==> src/rtl/radclk_pkg.sv <==
// Shared types and constants for the SPI time-of-day receive path.
package radclk_pkg;

  typedef struct packed {
    logic [4:0] hour;
    logic [5:0] minute;
    logic [5:0] second;
  } time_t;

  localparam int unsigned FRAME_BITS     = 32;
  localparam logic [7:0]  HEADER_DEFAULT = 8'hA5;
  localparam int unsigned MAX_HOUR       = 24;
  localparam int unsigned MAX_MIN        = 60;

  typedef enum logic [1:0] {IDLE, SHIFT, CHECK} state_e;

  function automatic logic frame_ok(input logic [31:0] f, input logic [7:0] hdr);
    return (f[31:24] == hdr) && (f[23:16] < 8'(MAX_HOUR)) &&
           (f[15:8] < 8'(MAX_MIN)) && (f[7:0] < 8'(MAX_MIN));
  endfunction

endpackage

==> src/rtl/spi_bit_sampler.sv <==
// Brings sclk/sdi into the local clock domain and flags each sclk rising edge.
module spi_bit_sampler (
  input  logic clk,
  input  logic reset,
  input  logic sclk,
  input  logic sdi,
  output logic rise,
  output logic data_bit
);

  logic sclk_meta_q, sclk_meta_d;
  logic sclk_s_q,    sclk_s_d;
  logic sclk_dly_q,  sclk_dly_d;
  logic sdi_meta_q,  sdi_meta_d;
  logic sdi_s_q,     sdi_s_d;

  always_comb begin
    sclk_meta_d = sclk;
    sclk_s_d    = sclk_meta_q;
    sclk_dly_d  = sclk_s_q;
    sdi_meta_d  = sdi;
    sdi_s_d     = sdi_meta_q;
  end

  always_ff @(posedge clk) begin
    if (reset) begin
      sclk_meta_q <= 1'b0;
      sclk_s_q    <= 1'b0;
      sclk_dly_q  <= 1'b0;
      sdi_meta_q  <= 1'b0;
      sdi_s_q     <= 1'b0;
    end else begin
      sclk_meta_q <= sclk_meta_d;
      sclk_s_q    <= sclk_s_d;
      sclk_dly_q  <= sclk_dly_d;
      sdi_meta_q  <= sdi_meta_d;
      sdi_s_q     <= sdi_s_d;
    end
  end

  assign rise     = sclk_s_q & ~sclk_dly_q;
  assign data_bit = sdi_s_q;

endmodule

==> src/rtl/spi_time_receiver.sv <==
// Receives 32-bit time frames over SPI, validates them, and publishes the
// latest good time on the vsync falling edge so the display never tears.
module spi_time_receiver
  import radclk_pkg::*;
#(
  parameter int unsigned TIMEOUT = 2500,
  parameter logic [7:0]  HEADER  = HEADER_DEFAULT,
  parameter int unsigned ERRW    = 8
) (
  input  logic            vgaclk,
  input  logic            reset,
  input  logic            sclk,
  input  logic            sdi,
  input  logic            vsync,
  output logic [4:0]      hour,
  output logic [5:0]      minute,
  output logic [5:0]      second,
  output logic            time_valid,
  output logic            new_time,
  output logic            frame_err,
  output logic [ERRW-1:0] err_cnt
);

  localparam int unsigned TW = $clog2(TIMEOUT);

  logic rise, data_bit;

  spi_bit_sampler u_sampler (
    .clk      (vgaclk),
    .reset    (reset),
    .sclk     (sclk),
    .sdi      (sdi),
    .rise     (rise),
    .data_bit (data_bit)
  );

  state_e          state_q,      state_d;
  logic [31:0]     shreg_q,      shreg_d;
  logic [5:0]      bit_cnt_q,    bit_cnt_d;
  logic [TW-1:0]   to_cnt_q,     to_cnt_d;
  time_t           staging_q,    staging_d;
  logic            pending_q,    pending_d;
  time_t           disp_q,       disp_d;
  logic            valid_q,      valid_d;
  logic            new_time_q,   new_time_d;
  logic            frame_err_q,  frame_err_d;
  logic [ERRW-1:0] err_cnt_q,    err_cnt_d;
  logic            vsync_q,      vsync_d;

  always_comb begin
    state_d     = state_q;
    shreg_d     = shreg_q;
    bit_cnt_d   = bit_cnt_q;
    to_cnt_d    = to_cnt_q;
    staging_d   = staging_q;
    pending_d   = pending_q;
    disp_d      = disp_q;
    valid_d     = valid_q;
    new_time_d  = 1'b0;
    frame_err_d = 1'b0;
    err_cnt_d   = err_cnt_q;
    vsync_d     = vsync;

    // Latch evaluates before CHECK so a coincident good frame waits for the next vsync.
    if (vsync_q && !vsync && pending_q) begin
      disp_d     = staging_q;
      pending_d  = 1'b0;
      valid_d    = 1'b1;
      new_time_d = 1'b1;
    end

    case (state_q)
      IDLE: begin
        bit_cnt_d = '0;
        to_cnt_d  = '0;
        if (rise) begin
          shreg_d   = {shreg_q[30:0], data_bit};
          bit_cnt_d = 6'd1;
          state_d   = SHIFT;
        end
      end
      SHIFT: begin
        if (rise) begin
          shreg_d   = {shreg_q[30:0], data_bit};
          bit_cnt_d = bit_cnt_q + 6'd1;
          to_cnt_d  = '0;
          if (bit_cnt_q == 6'(FRAME_BITS - 1)) state_d = CHECK;
        end else if (to_cnt_q == TW'(TIMEOUT - 1)) begin
          state_d     = IDLE;
          bit_cnt_d   = '0;
          to_cnt_d    = '0;
          frame_err_d = 1'b1;
        end else begin
          to_cnt_d = to_cnt_q + 1'b1;
        end
      end
      CHECK: begin
        state_d   = IDLE;
        bit_cnt_d = '0;
        to_cnt_d  = '0;
        if (frame_ok(shreg_q, HEADER)) begin
          staging_d = '{hour: shreg_q[20:16], minute: shreg_q[13:8], second: shreg_q[5:0]};
          pending_d = 1'b1;
        end else begin
          frame_err_d = 1'b1;
        end
        if (rise) begin
          shreg_d   = {shreg_q[30:0], data_bit};
          bit_cnt_d = 6'd1;
          state_d   = SHIFT;
        end
      end
      default: state_d = IDLE;
    endcase

    if (frame_err_d && (err_cnt_q != '1)) err_cnt_d = err_cnt_q + 1'b1;
  end

  always_ff @(posedge vgaclk) begin
    if (reset) begin
      state_q     <= IDLE;
      shreg_q     <= '0;
      bit_cnt_q   <= '0;
      to_cnt_q    <= '0;
      staging_q   <= '0;
      pending_q   <= 1'b0;
      disp_q      <= '0;
      valid_q     <= 1'b0;
      new_time_q  <= 1'b0;
      frame_err_q <= 1'b0;
      err_cnt_q   <= '0;
      vsync_q     <= 1'b0;
    end else begin
      state_q     <= state_d;
      shreg_q     <= shreg_d;
      bit_cnt_q   <= bit_cnt_d;
      to_cnt_q    <= to_cnt_d;
      staging_q   <= staging_d;
      pending_q   <= pending_d;
      disp_q      <= disp_d;
      valid_q     <= valid_d;
      new_time_q  <= new_time_d;
      frame_err_q <= frame_err_d;
      err_cnt_q   <= err_cnt_d;
      vsync_q     <= vsync_d;
    end
  end

  assign hour       = disp_q.hour;
  assign minute     = disp_q.minute;
  assign second     = disp_q.second;
  assign time_valid = valid_q;
  assign new_time   = new_time_q;
  assign frame_err  = frame_err_q;
  assign err_cnt    = err_cnt_q;

endmodule

==> config.mk <==
export PLATFORM = sky130hd
export DESIGN_NAME = spi_time_receiver
export DESIGN_NICKNAME = d
export VERILOG_FILES = /design/src/rtl/radclk_pkg.sv /design/src/rtl/spi_bit_sampler.sv /design/src/rtl/spi_time_receiver.sv
export SDC_FILE = /design/constraint.sdc
export NUM_CORES = 1
export LEC_CHECK = 0
export CAP_MARGIN = 20
export CORE_MARGIN = 3
export CORE_UTILIZATION = 50
export CTS_BUF_LIST = sky130_fd_sc_hd__clkbuf_2 sky130_fd_sc_hd__clkbuf_4 sky130_fd_sc_hd__clkbuf_8
export CTS_CLUSTER_DIAMETER = 60
export DETAILED_ROUTE_END_ITERATION = 8
export PLACE_DENSITY = 0.7
export SYNTH_ARGS = -nofsm -noshare
export SYNTH_HDL_FRONTEND = slang
export SYNTH_SLANG_ARGS = --single-unit
==> constraint.sdc <==
create_clock -name vgaclk -period 2.15 [get_ports vgaclk]
set_clock_uncertainty 0.05 [all_clocks]
set_input_delay 0.5375 -clock vgaclk [delete_from_list [all_inputs] [get_ports vgaclk]]
set_output_delay 0.5375 -clock vgaclk [all_outputs]
set_load 0.02 [all_outputs]
Word-level counts from Yosys, hierarchy flattened. Cells that the tools add are included.

Flip-flop bits (word level): 104. Input port bits: 5. Output and inout port bits: 28.

$add $sub $neg: 3. $lt $le $gt $ge: 3. Equal/unequal tests: 9. Multiplexer cells: 21. Bitwise gates (word level): 2. Reductions and logical operators: 15.

Operators with widths (count): $mux W12 (2); $pmux W12 S2 (1); $lt A8 B6 Y1 const B (2); $add A12 B1 Y12 const B (1); $eq A12 B12 Y1 const B (1); $mux W6 (2); $pmux W6 S2 (1); $mux W1 (9); $add A8 B1 Y8 const B (1); $eq A8 B8 Y1 const B (1); $lt A8 B5 Y1 const B (1); $mux W2 (4); $ne A8 B8 Y1 const B (1); $add A6 B1 Y6 const B (1); $eq A6 B5 Y1 const B (1); $logic_and A1 B1 Y1 (6); $ne A3 B3 Y1 const B (2); $pmux W2 S3 (1); $reduce_and A2 Y1 (3); $reduce_and A3 Y1 (1); $reduce_or A3 Y1 (1); $eq A2 B1 Y1 const B (1); $eq A2 B2 Y1 const B (1); $logic_not A2 Y1 (1); other kinds (7) (7).

Depth between registers and ports, before layout.
Word-level depth: 7. Gate-level depth with buffers: 8. Depth with buffers taken out: 7.

Hierarchy. Synthesis repeated with hierarchy kept, for this count alone.

Cells, all modules: 473. Area total of the unflattened synthesis: 4093.9 sq um.

By module, submodules not included: spi_time_receiver (times used 1, cells each 462, area an instance 3956.3 sq um); spi_bit_sampler (times used 1, cells each 11, area an instance 137.6 sq um).

Worst setup path after synthesis. OpenSTA, ideal clock, no wires.

Path type: register to register. From: reg to_cnt_q[0]. To: reg err_cnt_q[6], in the netlist err_cnt[6]. Setup time: 123 ps. Arrival time: 1680 ps. Data required time: 1977 ps. Slack: 297 ps. Cell stages (with the launch flop): 8. Buffers on the path: 0. Clock period less this slack: 1853 ps. Cells stage by stage: dfxtp_1 > ha_1 > and4bb_2 > and3_4 > nand3_4 > a21oi_4 > nand4_1 > mux2_1.

Word-level cells in the longest chain between the ends: 5.

Ends and longest elaborated chain: start: declaration (line spi_time_receiver.sv:40) `logic [TW-1:0] to_cnt_q, to_cnt_d;`; start signal: assignment (line spi_time_receiver.sv:137) `to_cnt_q <= to_cnt_d;`; $eq A12 B12 Y1 (line spi_time_receiver.sv:88) `end else if (to_cnt_q == TW'(TIMEOUT - 1)) begin`; $mux W1 (line spi_time_receiver.sv:88); $mux W1 (line spi_time_receiver.sv:83) `if (rise) begin`; $pmux W1 S2 (line spi_time_receiver.sv:72) `case (state_q)`; $logic_and A1 B1 Y1 (line spi_time_receiver.sv:116) `if (frame_err_d && (err_cnt_q != '1)) err_cnt_d = err_cnt_q + 1'b1;`; end signal: assignment (line spi_time_receiver.sv:144) `err_cnt_q <= err_cnt_d;`; end: declaration (line spi_time_receiver.sv:47) `logic [ERRW-1:0] err_cnt_q, err_cnt_d;`.

Every way passes these cells. A chain may end at the register's enable or synchronous reset.

Final worst setup path.
From: reg err_cnt_q[2], in the netlist err_cnt[2]. To: out err_cnt[2].

RTL lines: end: declaration (line spi_time_receiver.sv:21) `output logic [ERRW-1:0] err_cnt`.

No word-level cell between the ends.

==> flow_metrics.py <==
metrics = {
    "floorplan": {
        "ios": 33,
        "die_height_um": 96.24,
        "core.rowCount": 32,
        "start_util": 0.5215,
        "dieArea_sq_um": 9261,
        "core_region_area_sq_um": 7807,
        "die_w_um": 96.24,
    },
    "final_layout": {
        "antenna_cells": 0,
        "nNetsFinal": 507,
        "drive_above_1_share": 0.08216,
        "syn2layout_area_growth_pct": 15.98,
    },
    "placement": {
        "dpl.hpwl_um": 4848,
        "place.gp.congestion": 0.8028,
        "io_buffers": 32,
    },
    "global_routing": {
        "first_global_vias": 2872,
        "grt_usage": 0.1705,
        "grt_max_degree": 42,
        "gr-total-overflow": 0,
        "antenna_found_initial": 0,
        "grt_pass1_wl_um": 12620,
    },
    "sta": {
        "slew_viol_final": 0,
        "slew_headroom": 0.5795,
        "fin_crit_sh": 0.9508,
        "worstMarginPinSlew_ns": 0.6226,
        "min_period_ns": 2.044,
        "rsz0062_at_grt": "false",
        "hold_ws_ns": 0.3960,
        "fmax_ghz": 0.4892,
        "setup_viol": 0,
        "finalSetupTns_ns": 0,
        "hold_viol": 0,
    },
    "setup_path": {
        "critical_path_arrival_ns": 1.46,
        "crit_fanout": 7,
        "worstSetupPathType": "reg -> out",
        "cp_slowest_stage_delay_ns": 0.65,
        "crit_required_ns": 1.56,
        "crit_buf_inv": 1,
        "path_delay_family": "buffers and inverters",
        "cpMaxStageDelayCell": "clkdlybuf4s50_1",
        "endpoint_kind": "output port",
        "start_kind": "register",
        "worstPathCellList": "clkdlybuf4s50_1",
    },
    "drt": {
        "first_iter_violations": 88,
        "dr_total_vias": 3090,
        "routedWlPerCell_um": 12.24,
        "first_pass_iters": 4,
        "viasPerCell": 5.141,
        "ant_nets": 0,
        "routed_wl_um": 7356,
        "drc": 0,
    },
    "pwr": {
        "power.leakage_uw": 0.001591,
        "peakVddDrop_mv": 0.4975,
        "power.density_nw_per_um2": 724.7,
    },
    "status": {
        "status": "finished, final reports clean",
    },
    "clocking": {
        "cts_buffers": 9,
        "cts_hold_buf": 0,
        "h-tree-depth": 3,
        "clk-insertion-delay-late_ns": 0.36,
        "cts.sinks": 104,
        "clkTransAtPathRegs_ns": 0.10,
        "tritoncts": "yes",
        "cts_buffer_depth": 2,
        "root_buffer": "clkbuf_8",
    },
    "synth": {
        "synth.distinct_cells": 46,
        "avgSynthCellArea_sq_um": 8.737,
        "synthCells": 466,
        "seq_area_frac_synth": 0.5114,
        "ys_ff_latch": 104,
        "yosys_warnings": 0,
        "syn-num-nets": 479,
        "synth_area_sq_um": 4071,
    },
    "hold_path": {
        "hp-class": "reg -> reg",
    },
    "flow_run": {
        "maxCapViolCount": 0,
    },
}
## cells in the mapped netlist, drive strengths merged
library cell,n,area (sq um)
nand2,111,416.7
dfxtp,104,2082
a21oi,60,311.5
nor2,51,191.4
mux2i,21,210.2
clkbuf,18,67.56
nor2b,12,75.07
nand4,10,62.56
xor2,9,78.83
ha,8,100.1
nand2b,6,40.04
and3,5,36.28
inv,5,18.77
nand3,5,37.54
xnor2,5,43.79
buf,4,33.78
mux2,3,33.78
o21ai,3,18.77
nand4b,2,17.52
nor3,2,10.01
nor4,2,18.77
nor4b,2,17.52
o41ai,2,17.52
or2,2,12.51
or3,2,12.51
a211oi,1,7.510
a21bo,1,10.01
a21o,1,7.510
a31o,1,8.760
a32oi,1,8.760
and2,1,7.510
and4,1,8.760
and4b,1,10.01
and4bb,1,12.51
nand3b,1,7.510
o21bai,1,7.510
o22a,1,10.01
## layer usage
metal / wire [um] / share of wire / track usage
met5: 0 / 0 / 0
met4: 84 / 0.011 / 0.06161
met3: 198 / 0.027 / 0.03831
met2: 3514 / 0.48 / 0.2875
met1: 3559 / 0.48 / 0.2124
## cells by family (layout without fill, tap and decap cells)
family / count (synthesis) / count (layout) / synth area share
flops: 104 / 104 / 0.5114
mux: 24 / 24 / 0.05993
simple gates: 217 / 217 / 0.2443
xor+xnor: 14 / 14 / 0.03012
buf+inv: 27 / 60 / 0.02950
compound gates: 72 / 72 / 0.1002
fa+ha+maj: 8 / 8 / 0.02459
## report_power, final
part | switching, uW | internal [uW] | total (uW)
combinational | 67.2 | 28.9 | 96.1
clock | 683 | 705 | 1390
sequential | 5.09 | 1930 | 1940
total | 756 | 2670 | 3420
## stage by stage
| stage | utilization | power (uW) | area [sq um] | worst slack, ns | instances |
|---|---|---|---|---|---|
| 2_1_floorplan | - | 2054 | 4071 | 0.2969 | 466 |
| 3_3_place_gp | 0.5736 | 2077 | 4478 | 0.1906 | 584 |
| 3_5_place_dp | 0.5736 | 2079 | 4478 | 0.1106 | 584 |
| 4_1_cts | 0.6034 | 3473 | 4711 | 0.08278 | 600 |
| 5_1_grt | 0.6048 | 3552 | 4722 | 0.008863 | 601 |
| 6_report | 0.6048 | 3422 | 4722 | 0.1057 | 601 |
## cell type report
type	count	area [sq um]
inverter	5	18.77
clock buffer	10	137.6
tap	102	127.6
clock inverter	6	95.09
multi-input combinational	335	1881
fill	711	3085
timing repair buffer	39	380.4
sequential	104	2082
## what timing repair did
action	4_1_cts	5_1_grt
hold endpoints to repair	0	0
buffers inserted	0	1
resized for setup	0	1
setup endpoints to repair	0	10
## final timing paths
check                                 from  cells past startpoint                      end  slack [ns]
max reg2reg       to_cnt_q[0]$_SDFFE_PP0P_                      7  err_cnt[6]$_SDFFE_PP0P_        0.13
min          u_sampler.data_bit$_SDFF_PP0_                      2  shreg_q[0]$_SDFFE_PP0P_        0.40
min reg2reg  u_sampler.data_bit$_SDFF_PP0_                      2  shreg_q[0]$_SDFFE_PP0P_        0.40
max                err_cnt[2]$_SDFFE_PP0P_                      1               err_cnt[2]        0.11
## flip-flops by register name (all words and copies together), names as in the netlist
signal                 flops
minute                     6
shreg_q                   32
new_time                   1
err_cnt                    8
time_valid                 1
bit_cnt_q                  6
u_sampler.sdi_meta_q       1
to_cnt_q                  12
frame_err                  1
staging_q                 17
u_sampler.sclk_meta_q      1
u_sampler.sclk_dly_d       1
u_sampler.data_bit         1
pending_q                  1
u_sampler.sclk_dly_q       1
vsync_q                    1
hour                       5
state_q                    2
second                     6
## layout by cell type, fill, tap and decap left out, types with 2 or more instances in the layout
cell,n
inv_6,4
inv_1,5
clkbuf_8,10
ha_1,8
dfxtp_1,104
nor2b_1,12
or2_2,2
nand2_1,111
nand3_1,4
bufinv_16,2
buf_4,6
nand4b_1,2
nor2_1,50
or3_1,2
mux2_1,2
and3_1,4
a21oi_1,59
mux2i_1,21
nand4_1,10
clkdlybuf4s50_1,31
nor4b_1,2
xnor2_1,5
xor2_1,9
o21ai_0,2
o41ai_1,2
nand2b_1,5
(Power assumes the default switching activity.)
